--- src/rtl/counter_pkg.sv ---
// Shared constants for the up/down counter: selects between wrap-around
// and saturating behaviour at the count limits.
package counter_pkg;

  localparam int MODE_WRAP = 0;
  localparam int MODE_SAT  = 1;

endpackage : counter_pkg

--- src/rtl/param_updown_counter_tff.sv ---
// Single toggle flip-flop used as one bit of the counter register.
// Toggles on a rising clk edge when t_i is high; clears asynchronously.
module tff_cell (
  input  logic clk,
  input  logic rst,
  input  logic t_i,
  output logic q_o
);

  logic q_q;

  always_ff @(posedge clk or negedge rst) begin
    if (!rst) begin
      q_q <= 1'b0;
    end else if (t_i) begin
      q_q <= ~q_q;
    end
  end

  assign q_o = q_q;

endmodule : tff_cell

--- src/rtl/param_updown_counter.sv ---
// Parameterised up/down counter with clear, load, terminal-count flag and
// wrap/saturate handling; the count register is built from T flip-flops.
module param_updown_counter
  import counter_pkg::*;
#(
  parameter int              WIDTH    = 8,
  parameter logic [WIDTH-1:0] MAX_VAL = {WIDTH{1'b1}},
  parameter int              SATURATE = MODE_WRAP
) (
  input  logic             clk,
  input  logic             rst,
  input  logic             en,
  input  logic             up_dn,
  input  logic             clr,
  input  logic             load,
  input  logic [WIDTH-1:0] load_val,
  output logic [WIDTH-1:0] count,
  output logic             tc,
  output logic             wrap,
  output logic             sat
);

  localparam logic [WIDTH-1:0] ONE = {{(WIDTH-1){1'b0}}, 1'b1};

  logic [WIDTH-1:0] count_q;
  logic [WIDTH-1:0] count_d;
  logic [WIDTH-1:0] toggle;
  logic             wrap_q, wrap_d;
  logic             sat_q, sat_d;

  always_comb begin
    count_d = count_q;
    wrap_d  = 1'b0;
    sat_d   = 1'b0;
    if (clr) begin
      count_d = '0;
    end else if (load) begin
      count_d = (load_val > MAX_VAL) ? MAX_VAL : load_val;
    end else if (en) begin
      if (up_dn) begin
        // >= so an out-of-range value is treated as the terminal value
        if (count_q >= MAX_VAL) begin
          if (SATURATE == MODE_SAT) begin
            count_d = MAX_VAL;
            sat_d   = 1'b1;
          end else begin
            count_d = '0;
            wrap_d  = 1'b1;
          end
        end else begin
          count_d = count_q + ONE;
        end
      end else begin
        if (count_q == '0) begin
          if (SATURATE == MODE_SAT) begin
            sat_d = 1'b1;
          end else begin
            count_d = MAX_VAL;
            wrap_d  = 1'b1;
          end
        end else begin
          count_d = count_q - ONE;
        end
      end
    end
  end

  assign toggle = count_q ^ count_d;

  for (genvar i = 0; i < WIDTH; i++) begin : g_bit
    tff_cell u_tff (
      .clk (clk),
      .rst (rst),
      .t_i (toggle[i]),
      .q_o (count_q[i])
    );
  end

  always_ff @(posedge clk or negedge rst) begin
    if (!rst) begin
      wrap_q <= 1'b0;
      sat_q  <= 1'b0;
    end else begin
      wrap_q <= wrap_d;
      sat_q  <= sat_d;
    end
  end

  assign count = count_q;
  assign wrap  = wrap_q;
  assign sat   = sat_q;
  assign tc    = up_dn ? (count_q == MAX_VAL) : (count_q == '0);

endmodule : param_updown_counter

--- config.mk ---
export PLATFORM = sky130hd
export DESIGN_NAME = param_updown_counter
export DESIGN_NICKNAME = d
export VERILOG_FILES = /design/src/rtl/counter_pkg.sv /design/src/rtl/param_updown_counter_tff.sv /design/src/rtl/param_updown_counter.sv
export SDC_FILE = /design/constraint.sdc
export NUM_CORES = 1
export LEC_CHECK = 0
export CORE_AREA = 8 8 57 59
export CTS_CLUSTER_SIZE = 8
export DETAILED_ROUTE_END_ITERATION = 12
export DIE_AREA = 0 0 65 67
export PLACE_DENSITY = 0.82
export SYNTH_ARGS = -nofsm -noshare
export SYNTH_HDL_FRONTEND = slang
export SYNTH_HIERARCHICAL = 1
export SYNTH_SLANG_ARGS = --single-unit
--- constraint.sdc ---
create_clock -name clk -period 2.4 [get_ports clk]
set_input_delay 0.48 -clock clk [delete_from_list [all_inputs] [get_ports clk]]
set_output_delay 0.48 -clock clk [all_outputs]
set_load 0.03 [all_outputs]
After elaboration in Yosys (flattened, before gate mapping)
Cells that the tools add are included.

storage, ports and cells
  register bits after elaboration = 9
  bits in latches = 0
  bits in writable memories = 0
  memory bits (read-only) = 0
  input bits = 14
  output and inout port bits = 11
  word-level logic and storage cells = 38
  memories = 0

cells by class
  $add $sub $neg = 2
  $mul = 0
  divide/modulo/power cells = 0
  order comparisons = 2
  eq/ne operators = 1
  shift operators = 0
  muxes and demuxes = 14
  bitwise operators = 9
  reductions and logical operators = 1

operators by type and width
  kind                 number
  $mux 8               7
  $add 8x1->8 const B  1
  $eq 8x8->1 const B   1
  $ge 8x8->1 const B   1
  $gt 8x8->1 const B   1
  $logic_not 8->1      1
  $not 1->1            8
  $sub 8x1->8 const B  1
  $xor 8x8->8          1
  $mux 1               7

Longest topological paths before layout
Gate-level depths: netlist of run 1.

  depth in word-level cells = 7
  depth in mapped cells = 9
  depth with buffers taken out = 8

Cells and area by module
Netlist of run 1, hierarchy kept.

modules (own cells, without submodules)
  module                instances  cells an instance  area each (um^2)  sequential area each (um^2)
  param_updown_counter  1          119                843.3             25.0
  tff_cell              8          2                  33.8              25.0

Worst setup path after synthesis of run 1
OpenSTA, ideal clock, no wires.

  kind = register to output
  start point = reg g_bit[0].u_tff.q_q
  end point = out tc
  arrival time = 1.761 ns
  required time = 1.920 ns
  path slack = 0.159 ns
  cell stages (with the launch flop) = 7
  path buffers = 1
  cell sequence = dfrtp_1 clkbuf_8 inv_1 ha_1 nor3b_1 and3_1 o21bai_1

on the way
  longest elaborated chain between the ends = 2
  elaborated cells between the ends (all ways) = 3
  classes of those cells = eq/ne (1); mux (1); reduce/logical (1)

ends and longest elaborated chain
  element                                        line                            text
  start, declared                                param_updown_counter_tff.sv:10  logic q_q;
  start signal, assigned                         param_updown_counter_tff.sv:16  q_q <= ~q_q;
  $eq 8x8->1 or $logic_not 8->1 (tied branches)  param_updown_counter.sv:92      assign tc = up_dn ? (count_q == MAX_VAL) : (count_q == '0);
  $mux 1 *                                       param_updown_counter.sv:92
  end, declared                                  param_updown_counter.sv:18      output logic tc,

Mark *: on every way between the ends. The rest lies on a longest branch, timed or not.

Worst setup path in the final report of run 1
  start point = reg g_bit[1].u_tff.q_q
  end point = out tc

on the way
  longest elaborated chain between the ends = 2
  elaborated cells between the ends (all ways) = 3
  classes of those cells = eq/ne (1); mux (1); reduce/logical (1)

ends and longest elaborated chain
  element                                        line
  start, declared                                param_updown_counter_tff.sv:10
  start signal, assigned                         param_updown_counter_tff.sv:16
  $eq 8x8->1 or $logic_not 8->1 (tied branches)  param_updown_counter.sv:92
  $mux 1 *                                       param_updown_counter.sv:92

Marked as above.

==> metrics.cfg, run 1 <==
[clock_tree]
clk_pin_slew_ns = 0.07
cts-hold-fix-buffers = 0
clk_latency_ns = 0.27
cts_tree = yes
h-tree-depth = 1
cts.sinks = 9
postCtsResizedCells = 1
cts_root_buffer = clkbuf_4
cts_buffers = 3
post_cts_buffers = 0
clockBufferDepth = 2

[detailed_routing]
drt-total-wl_um = 3250
ant_nets = 0
via_count = 1196
detailedRoute.firstIterationViolations = 61
drc_errors = 0
drt-pass1-iter-count = 4
wire_per_inst_um = 16.8
vias_per_cell = 6.20

[pwr]
ir_drop_mv = 0.717
p_sw_frac = 0.513
clkPwrFrac = 0.081
pwr-share-comb = 0.715
p_leak_nw = 0.576
p_int_w = 0.000793
pwr-share-seq = 0.205
power.density_nw_per_um2 = 1160
power.switching_w = 0.000835

[floorplan]
chipHeight_um = 67
initial_core_util = 0.471
rows = 18
io_pins = 25
core_um2 = 2360
dieArea_um2 = 4360
die_width_um = 65

[timing]
fmax_mhz = 437
drv_slew = 0
fin_skew_ns = 0.00134
finalSetupViolations = 0
holdWs_ns = 0.523
fin_crit_ns = 2.29
tns_ns = 0
hold_violations = 0
rsz0062_at_grt = no
timing.final.crit_share = 0.954

[synthesis]
yosys_warnings = 6
syn_avg_cell_area_um2 = 8.25
synthArstFlopShare = 1.00
synth-edff-count = 0
synth_top_flop_cell = dfrtp_1
synth.distinct_cells = 46
netlist_instances = 135
seq_area_frac_synth = 0.202
syn_nets = 152
ys_ff_latch = 9
syn_area_um2 = 1110

[grt]
grt_pass1_wl_um = 5350
grt_usage = 0.155
antenna_found_initial = 0
grt_overflow = 0
grt_pass1_vias = 1200
grt_start_max_net_pins = 19

[setup_path]
max_stage_delay_ns = 0.38
worstPathRequired_ns = 1.92
end_kind = output port
crit_chain = inv_1, ha_1, nor3b_2, and3_1, o21bai_1, buf_4
critical_path.slowest_cell = dfrtp_1
arrival_ns = 1.81
start_kind = flip-flop
r2r_slack_ns = 0.40
worst-path-max-fanout = 4
path_class = reg2out

[place]
place_congestion = 0.957
dpl.hpwl_um = 2420
dp.cells = 189
io_buffers = 23

[cells_and_area]
instances_no_fill = 193
final_common_cell = clkdlybuf4s50_1
final_cell_mix = 22 x clkdlybuf4s50_1, 12 x a21oi_1, 12 x buf_4
final_layout_size_suffix_gt1_frac = 0.160
syn2layout_area_growth_pct = 25.7
antenna_cells = 0
final_nets = 181

[flow_run]
maxCapViolations = 0

[outcome]
status = finished clean

[min_path]
hold_path_class = in2async

-- power by group through the flow --
stage | Sequential [W] | Clock (W) | Combinational [W]
5_1_grt | 0.000342 | 0.000142 | 0.00125
3_5_place_dp | 0.000327 | 0 | 0.00114
2_1_floorplan | 0.000480 | 0 | 0.000656
6_report | 0.000334 | 0.000131 | 0.00116
4_1_cts | 0.000328 | 0.000135 | 0.00115
3_3_place_gp | 0.000321 | 0 | 0.00110
-- cells in the mapped netlist (2+ instances only) --
cell type / number / area (um2)
xnor2_1: 4 / 35.0
a21o_2: 2 / 17.5
ha_1: 3 / 37.5
nor2_1: 6 / 22.5
clkbuf_8: 2 / 27.5
nor3_1: 2 / 10.0
nand3_1: 6 / 30.0
o21bai_1: 2 / 15.0
nor2b_1: 2 / 12.5
nand2_1: 7 / 26.3
nor3b_1: 5 / 37.5
o21ai_1: 2 / 10.0
inv_1: 11 / 41.3
a221oi_1: 3 / 26.3
buf_6: 4 / 45.0
o31ai_1: 3 / 22.5
dfrtp_1: 9 / 225
a22o_1: 2 / 17.5
mux2i_1: 2 / 20.0
a21oi_1: 12 / 60.1
clkbuf_1: 2 / 7.51
o211ai_1: 2 / 15.0
nand4_1: 4 / 25.0
o21ai_0: 4 / 20.0
and3_1: 3 / 18.8
xor2_1: 11 / 96.3
-- layer usage --
metal	vias to the layer above	global-route usage	wire, um
met3	19	0.0369	256
li1	543	-	-
met2	58	0.268	1600
met1	576	0.170	1250
met5	-	0	0
met4	0	0.0926	140
-- worst paths after layout --
kind,to,depth (start not counted),from
max,tc,6,g_bit[1].u_tff/q_o$_DFFE_PN0P_
min,wrap$_DFF_PN0_,1,rst
max reg2reg,g_bit[2].u_tff/q_o$_DFFE_PN0P_,8,g_bit[1].u_tff/q_o$_DFFE_PN0P_
min reg2reg,g_bit[6].u_tff/q_o$_DFFE_PN0P_,1,g_bit[6].u_tff/q_o$_DFFE_PN0P_
max in group asynchronous,g_bit[7].u_tff/q_o$_DFFE_PN0P_,1,rst
min in group clk,g_bit[6].u_tff/q_o$_DFFE_PN0P_,1,g_bit[6].u_tff/q_o$_DFFE_PN0P_
-- cells by family after synthesis --
group                    share of synthesized area
AO/OA/AOI/OAI                                0.281
XOR/XNOR                                     0.118
adder cells (fa/ha/maj)                     0.0337
buffers and inverters                        0.120
flip-flops                                   0.202
multiplexers                                0.0281
other                                      0.00337
AND/OR/NAND/NOR                              0.213
-- flip-flops by register name (all words and copies together), names as in the netlist --
register and count:
g_bit.u_tff/q_o 8, wrap 1
-- metrics by stage --
step | utilization | total power [W] | setup slack, ns | instance area [um2]
after global placement | 0.579 | 0.00142 | 0.317 | 1370
after floorplan | - | 0.00114 | 0.159 | 1110
final | 0.592 | 0.00163 | 0.109 | 1400
after CTS | 0.592 | 0.00161 | 0.135 | 1400
after global routing | 0.592 | 0.00174 | 0.0114 | 1400
after detailed placement | 0.579 | 0.00147 | 0.253 | 1370
-- worst max-delay path: cells and delay by family (launching register included) --
kind	cells	cell delay (ns)
AND/OR/NAND/NOR	2	0.52
buffers and inverters	2	0.31
adder cells (fa/ha/maj)	1	0.20
flip-flops	1	0.38
AO/OA/AOI/OAI	1	0.13
-- final cells by class --
cell class	instances	area (um2)
fill	222	965
multi-input combinational	105	759
timing repair buffer	34	310
sequential	9	225
inverter	11	41.3
tap	30	37.5
clock buffer	4	26.3
No activity file was read; power rests on OpenSTA's default activity.
==> inputs of run 2 (changes only) <==
- CORE_AREA: 8 8 57 59 -> 8 8 58 60
- CTS_BUF_LIST: default -> sky130_fd_sc_hd__clkbuf_8
- DIE_AREA: 0 0 65 67 -> 0 0 66 68
- clock period: 2.4 -> 2 ns (I/O delays scaled with it)
==> run 2 against run 1 <==
Net effect: core utilization increased by 5.8 points; setup slack got worse by 0.11 ns; critical path depth unchanged; first-iteration DRC count rose by 46%; largest cell class unchanged; cell count up 10%; critical endpoint unchanged; worst hold slack lost 0.040 ns.
==> metrics.cfg, run 2 (same netlist as run 1, synthesis figures left out) <==
[outcome]
status = finished clean

[pwr]
p_sw_frac = 0.478  ; -0.0348
pwr-share-comb = 0.720  ; +0.005
power.switching_w = 0.00112  ; +35%
p_int_w = 0.00123  ; +55%
p_leak_nw = 0.689  ; +20%
clkPwrFrac = 0.091  ; +0.010
power.density_nw_per_um2 = 1410  ; +21%
ir_drop_mv = 0.800  ; +12%
pwr-share-seq = 0.189  ; -0.016

[detailed_routing]
drt-pass1-iter-count = 4  ; unchanged
wl_met1_um = 1400  ; +12%
wl_met3_um = 190  ; -26%
via_count = 1206  ; +0.84%
ant_nets = 0  ; unchanged
vias_per_cell = 5.66  ; -8.6%
drt-total-wl_um = 3500  ; +7.7%
drc_errors = 0  ; unchanged
top_layer = met4
wire_per_inst_um = 16.4  ; -2.4%
detailedRoute.firstIterationViolations = 89  ; +46%
wl_met2_um = 1800  ; +12%

[floorplan]
initial_core_util = 0.434  ; -0.0372
core_um2 = 2570  ; +8.6%
io_pins = 25  ; unchanged
rows = 19  ; +1
die_width_um = 66  ; +1.5%
chipHeight_um = 68  ; +1.5%
dieArea_um2 = 4490  ; +3.1%

[cells_and_area]
final_common_cell = buf_4
syn2layout_area_growth_pct = 49.8
antenna_cells = 0  ; unchanged
final_nets = 200  ; +10%
fillers = 225  ; +1.4%
seq_area_um2 = 234  ; +3.9%
utilization = 0.650  ; +0.0575
instances_no_fill = 213  ; +10%
final_cell_mix = 28 x buf_4, 22 x clkdlybuf4s50_1, 12 x a21oi_1
largest_reg_flops = 8  ; unchanged
multiInputGateArea_um2 = 842  ; +11%
final_layout_size_suffix_gt1_frac = 0.330  ; +0.170

[grt]
grt_usage = 0.151  ; -0.00413
grt_start_max_net_pins = 12  ; -7
grt_overflow = 0  ; unchanged
antenna_found_initial = 0  ; unchanged
grt_pass1_wl_um = 5300  ; -0.90%
grt_pass1_vias = 1145  ; -4.6%

[place]
dpl.hpwl_um = 2410  ; -0.42%
dp.cells = 201  ; +6.3%
place_congestion = 0.889  ; -7.1%
io_buffers = 23  ; unchanged

[clock_tree]
clk_latency_ns = 0.24  ; -0.03 ns
clk_pin_slew_ns = 0.05  ; -0.02 ns
cts_root_buffer = clkbuf_8
cts_tree = yes
clockBufferDepth = 2  ; unchanged
cts_buffers = 3  ; unchanged
h-tree-depth = 1  ; unchanged
cts.sinks = 9  ; unchanged
cts-hold-fix-buffers = 0  ; unchanged

[timing]
tns_ns = 0  ; unchanged
fin_crit_ns = 2.00
rsz0062_at_grt = yes
hold_violations = 0  ; unchanged
fmax_mhz = 501
fin_skew_ns = 0.000485  ; -0.000852 ns
timing.final.crit_share = 0.999
drv_slew = 0  ; unchanged
finalSetupViolations = 0  ; unchanged

[setup_path]
crit_buf_inv = 2  ; unchanged
arrival_ns = 1.60  ; -0.21 ns
path_class = reg2out
start_kind = flip-flop
crit_chain = inv_2, ha_4, nor3b_4, and3_1, o21bai_4, buf_6
cp-startpoint = g_bit[0].u_tff/q_o$_DFFE_PN0P_
crit_family = flip-flops
worstPathRequired_ns = 1.60  ; -0.32 ns
reg2reg_from = g_bit[0].u_tff/q_o$_DFFE_PN0P_
worst-path-max-fanout = 3  ; -1
end_kind = output port
critical_path.slowest_cell = dfrtp_2
max_stage_delay_ns = 0.43  ; +0.05 ns

[min_path]
hold_path_class = in2async

[flow_run]
maxCapViolations = 0  ; unchanged

[run 2: cell count changes in the layout (fill, tap and decap cells not counted), sizes merged]
| cell | delta |
|---|---|
| inv | +1 |
| buf | +19 |
| clkbuf | -1 |
[run 2: layout make-up]
cell class	instances	area share
clock inverter	1	0.00225
multi-input combinational	105	0.505
clock buffer	3	0.0248
timing repair buffer	53	0.278
inverter	11	0.0263
sequential	9	0.140
tap	31	0.0233
[run 2: what timing repair did]
item / in CTS / in global routing
pin swaps: 2 / 6
buffers inserted: 1 / 7
setup endpoints to repair: 1 / 6
cloned: 0 / 0
gates resized for setup: 6 / 7
[run 2: worst reg2reg max path, stage by stage, from the launching register on]
cell and delay (ns):
dfrtp_2 0.43, inv_2 0.09, ha_4 0.14, nor3b_4 0.22, buf_6 0.15, a21oi_4 0.06, a221oi_2 0.27, o21ai_1 0.11
a22o_1 0.22, xor2_1 0.14
[run 2: metrics by stage]
step / instance area, um2 / worst slack, ns / hold slack, ns / total power [W]
5_1_grt: 1670 / -0.0564 / 0.509 / 0.00251
6_report: 1670 / 0.00241 / 0.483 / 0.00235
4_1_cts: 1570 / 0.0110 / 0.497 / 0.00215
3_3_place_gp: 1490 / -0.0256 / 0.602 / 0.00183
2_1_floorplan: 1150 / 0.00803 / 0.104 / 0.00143
3_5_place_dp: 1490 / -0.0523 / 0.607 / 0.00187
[run 2: power groups by stage]
stage | Combinational (W) | Clock, W | Sequential [W]
finish | 0.00169 | 0.000214 | 0.000445
detailed placement | 0.00145 | 0 | 0.000426
CTS | 0.00149 | 0.000224 | 0.000437
global placement | 0.00141 | 0 | 0.000424
global route | 0.00181 | 0.000234 | 0.000458
floorplan | 0.000824 | 0 | 0.000609
[run 2: worst paths after layout]
path	to	slack, ns	cells after the start
setup / recovery	tc	0.002	6
hold / removal	g_bit[2].u_tff/q_o$_DFFE_PN0P_	0.48	1
setup reg to reg	g_bit[2].u_tff/q_o$_DFFE_PN0P_	0.07	9
hold reg to reg	g_bit[6].u_tff/q_o$_DFFE_PN0P_	0.63	2
max in group asynchronous	g_bit[4].u_tff/q_o$_DFFE_PN0P_	1.18	1
min in group clk	g_bit[6].u_tff/q_o$_DFFE_PN0P_	0.63	2
[run 2: metal layers]
layer,GRT usage,up-vias
met4,0.0613,0
met1,0.169,570
li1,-,583
met5,0,-
met3,0.0344,13
met2,0.273,40
==> inputs of run 3 (changes only) <==
- HOLD_SLACK_MARGIN: default -> 0.05
==> results of run 3 <==
No change in the layout: final DEF, timing and power equal those of run 2.
